## src/rtl/wb_trace_fifo.sv

```systemverilog
// Write-back trace FIFO: captures register-file writes into a first-word-fall-through queue.
// Optional WB_TRACE_TS_EN adds a free-running cycle timestamp per entry and an rd_ts port.
module wb_trace_fifo #(
  parameter int unsigned DEPTH   = 16,
  parameter bit          SKIP_R0 = 1'b1,
  parameter int unsigned DROP_W  = 16
) (
  input  logic                     clk_CPU,
  input  logic                     rst_CPU,
  input  logic                     regWrite_in,
  input  logic [4:0]               wAddr_in,
  input  logic [31:0]              wrData_in,
  input  logic                     rd_ready,
  output logic                     rd_valid,
  output logic [4:0]               rd_addr,
  output logic [31:0]              rd_data,
  output logic [$clog2(DEPTH):0]   count,
  output logic                     full,
  output logic                     empty,
  output logic                     overflow,
  output logic [DROP_W-1:0]        drop_cnt
`ifdef WB_TRACE_TS_EN
  ,
  output logic [31:0]              rd_ts
`endif
);

  localparam int unsigned AW = $clog2(DEPTH);
`ifdef WB_TRACE_TS_EN
  localparam int unsigned EW = 32 + 5 + 32;
`else
  localparam int unsigned EW = 5 + 32;
`endif

  logic [EW-1:0]     mem [DEPTH];
  logic [AW-1:0]     wr_ptr_q, rd_ptr_q;
  logic [AW:0]       count_q, count_d;
  logic              overflow_q;
  logic [DROP_W-1:0] drop_cnt_q;
  logic [EW-1:0]     wr_entry, head;
  logic              push_req, pop, push_ok, drop;

`ifdef WB_TRACE_TS_EN
  logic [31:0] ts_q;

  always_ff @(posedge clk_CPU) begin
    if (rst_CPU) ts_q <= '0;
    else         ts_q <= ts_q + 32'd1;
  end

  assign wr_entry = {ts_q, wAddr_in, wrData_in};
  assign rd_ts    = empty ? 32'd0 : head[68:37];
`else
  assign wr_entry = {wAddr_in, wrData_in};
`endif

  assign head     = mem[rd_ptr_q];
  assign empty    = (count_q == '0);
  assign full     = (count_q == (AW+1)'(DEPTH));
  assign count    = count_q;
  assign rd_valid = !empty;
  assign rd_addr  = empty ? 5'd0 : head[36:32];
  assign rd_data  = empty ? 32'd0 : head[31:0];
  assign overflow = overflow_q;
  assign drop_cnt = drop_cnt_q;

  // A pop in the same cycle frees the slot, so a full FIFO can still accept.
  always_comb begin
    push_req = regWrite_in && !(SKIP_R0 && (wAddr_in == 5'd0));
    pop      = rd_valid && rd_ready;
    push_ok  = push_req && (!full || pop);
    drop     = push_req && full && !pop;
    count_d  = count_q;
    if (push_ok && !pop)      count_d = count_q + 1'b1;
    else if (!push_ok && pop) count_d = count_q - 1'b1;
  end

  always_ff @(posedge clk_CPU) begin
    if (push_ok && !rst_CPU) mem[wr_ptr_q] <= wr_entry;
  end

  always_ff @(posedge clk_CPU) begin
    if (rst_CPU) begin
      wr_ptr_q   <= '0;
      rd_ptr_q   <= '0;
      count_q    <= '0;
      overflow_q <= 1'b0;
      drop_cnt_q <= '0;
    end else begin
      count_q <= count_d;
      if (push_ok) wr_ptr_q <= wr_ptr_q + 1'b1;
      if (pop)     rd_ptr_q <= rd_ptr_q + 1'b1;
      if (drop) begin
        overflow_q <= 1'b1;
        if (drop_cnt_q != {DROP_W{1'b1}}) drop_cnt_q <= drop_cnt_q + 1'b1;
      end
    end
  end

endmodule

```

## config.mk

```make
export PLATFORM = sky130hd
export DESIGN_NAME = wb_trace_fifo
export DESIGN_NICKNAME = d
export VERILOG_FILES = /design/src/rtl/wb_trace_fifo.sv
export SDC_FILE = /design/constraint.sdc
export NUM_CORES = 1
export LEC_CHECK = 0
export CORE_AREA = 3 3 236 353
export DETAILED_ROUTE_END_ITERATION = 10
export DIE_AREA = 0 0 239 356
export GPL_TIMING_DRIVEN = 1
export SYNTH_ARGS = -nofsm -noshare
export SYNTH_HDL_FRONTEND = slang
export SYNTH_SLANG_ARGS = --single-unit
export TNS_END_PERCENT = 5
```

## constraint.sdc

```tcl
create_clock -name clk_CPU -period 6.2 [get_ports clk_CPU]
set_input_delay 0.62 -clock clk_CPU [delete_from_list [all_inputs] [get_ports clk_CPU]]
set_output_delay 0.62 -clock clk_CPU [all_outputs]
set_load 0.1 [all_outputs]
```

==> impl_results.md <==
- Status: finished clean
- Number of global-route vias before repair: 12251
- FF/Latch Area: between 15000 and 20000 um^2
- Fraction of layout cells with a size suffix above 1: around 22%
- Multi-input gate area: about 5400 um^2
- Worst Path Max Fanout: 21
- Clock Latency Late Sink: approximately 0.6 ns
- Detailed placer's ending HPWL: slightly above 30 mm
- Slew Limit Headroom: between 20 and 25%
- Io pins: slightly above 100
- Min-delay worst type: reg -> reg
- Global route overflow: 0
- CTS tree: done
- Worst stage delay on the critical path: roughly 1 ns
- Vias per cell: between 4 and 5
- Initial antenna violation count: 1
- CP startpoint kind: register
- FF+latch count, synth: roughly 630
- MaxCap Viol Count: 0
- Top_reg_cell synth: edfxtp_1
- Synth warn: 0
- CTS Buf Count: 56
- Setup CP Type: reg -> out
- Clock Skew: roughly 0.013 ns
- Top cells by count, synth: edfxtp_1 (592), mux4_2 (148), mux2i_1 (77)
- First-pass iteration count of the detailed router: 4
- Mapped Nets: about 1200
- DRC viols: 0
- Vias: between 10000 and 15000
- Yosys cell types: 38
- CP max stage cell: clkdlybuf4s50_1
- Initial Utilization: 29.92%
- Reg clk slew, reported paths: about 0.06 ns
- Layout Utilization: between 30% and 40%
- Post-Route WL: between 50 and 60 mm
- Wire per inst: between 20 and 25 um
- Highest metal used: met4
- First-pass GRT wire length: 79.07 mm
- Met3 Routed Length: between 2 and 3 mm
- Final period util: a little under 80%
- WL met1: 21.74 mm
- Final hold viol count: 0
- DIE AREA: between 80000 and 90000 um^2
- Total track usage: approximately 12%
- Crit. End Element: primary output
- Mapped Area: 24060 um^2
- RSZ-0062 raised after global routing: no
- Core Region: ~80000 um^2
- Site Rows: around 130
- Final ANT Viol Nets: 0
- CP Data Required Time: 5.58 ns
- Hold-fix buffers, CTS: 0
- IO Port Bufs: 102
- Max Clk Rate: between 200 and 250 MHz
- Die Wd: 239 um
- Most common cell in the synthesized netlist: edfxtp_1
- Worst Path Arrival: roughly 4.2 ns
- Slew Limit Fails: 0
- RePlAce Congestion: between 0.7 and 0.8
- Met2 routed WL: 26.91 mm
- P_leak: ~8.4 nW
- Syn Inst Count: about 1100
- Post-layout min period: roughly 4.8 ns
- Post-CTS Setup Inserts: 0
- Post-synth ARST share: 0%
- H-tree depth: 2
- Final net count: 1296
- Setup TNS: 0 ns
- Clock Path Buffers: 3
- Top-area cell type share of the netlist area: around 74%
- Largest cells by area after synthesis: edfxtp_1 (74%), mux4_2 (14%), mux2i_1 (3.2%)
- Area leader, netlist: edfxtp_1
- Clock root cell: clkbuf_16
- Final setup vio count: 0
- Power per Cell Area: about 420 nW/um^2
- Actual slew at the worst max-slew pin: 1.151 ns
- Fill cell count: between 7000 and 8000
- CP Cell Sequence: or4_4, nand2b_1, nand2b_2, buf_4, o22ai_1, clkdlybuf4s50_1
- Area growth, synth to finish: 17.70%
- EDFF count, synth: a little under 600
- Register area share after synthesis: between 70% and 80%
- Syn Area/Cell: approximately 22 um^2
- Maximum VDD drop: 366.9 uV
- Cts repair resizes: 0
- # clock sinks: roughly 630
- Largest net degree at the start of global routing: 59
- DIE HEIGHT: about 360 um
- 1st-iter DRT viols: between 600 and 700
[final timing paths]
kind | startpoint | depth (start not counted) | slack, ns | endpoint
worst max-delay path | count[0] | 6 | 1.41 | rd_data[26]
worst min-delay path | overflow | 2 | 0.51 | overflow
worst max register to register | count[0] | 11 | 2.87 | count[4]
worst min register to register | overflow | 2 | 0.51 | overflow
[worst max-delay path: cells and delay by family, from the launching register on]
kind	cells	cell delay, ns
buf+inv	2	1.46
simple gates	3	1.46
flops	1	0.38
compound gates	1	0.23
[cells by family after synthesis]
logic type / share of synthesized area, %
AND/OR/NAND/NOR: 2.049
AO/OA/AOI/OAI: 1.976
XOR/XNOR: 0.3640
multiplexers: 17.10
flip-flops: 76.71
adder cells (fa/ha/maj): 0.6032
buffers and inverters: 1.191
[placed cells by master, fill, tap and decap left out, types with 19 or more instances in the layout]
master and n:
mux4_2 148, a21oi_1 22, edfxtp_1 592, clkbuf_16 56, clkdlybuf4s50_1 102, nor2_1 19, dfxtp_1 31, buf_4 25
o22ai_1 37, mux2i_1 77
[layer usage]
| metal | up-vias | track usage, % |
|---|---|---|
| met1 | 5959 | 15.75 |
| met3 | 69 | 2.245 |
| met5 | - | 0 |
| met4 | 0 | 3.607 |
| met2 | 258 | 21.61 |
| li1 | 4914 | - |
[layout make-up]
cell class                 instances  share of cell area (%)
clock inverter                    33                   1.029
antenna                            1                0.008836
clock buffer                      73                   5.244
sequential                       626                   65.22
timing repair buffer             132                   4.621
multi-input combinational        420                   19.21
inverter                           8                  0.1060
tap                             1032                   4.560
[power breakdown]
part / switching [mW] / internal (mW)
Clock: 1.53 / 1.84
Sequential: 0.138 / 4.70
Combinational: 2.32 / 1.24
[per-stage QoR]
| step | area (um^2) | setup WS [ns] | total power [mW] | cells | hold WS, ns |
|---|---|---|---|---|---|
| 3_3_place_gp | 26540 | 2.014 | 8.558 | 2218 | 0.4755 |
| 3_5_place_dp | 26540 | 1.927 | 8.570 | 2218 | 0.4745 |
| 6_report | 28320 | 1.407 | 11.77 | 2325 | 0.5053 |
| 2_1_floorplan | 24060 | 1.026 | 7.626 | 1110 | 0.4591 |
| 5_1_grt | 28320 | 1.248 | 12.23 | 2324 | 0.5272 |
| 4_1_cts | 28320 | 1.311 | 11.95 | 2324 | 0.5056 |
[sequential cells by signal, summed over array words and instances (netlist names), named ones only]
signal / cells
mem: 592
drop_cnt: 16
count: 5
rd_ptr_q: 4
wr_ptr_q: 4
overflow: 1
(Power assumes the default switching activity.)
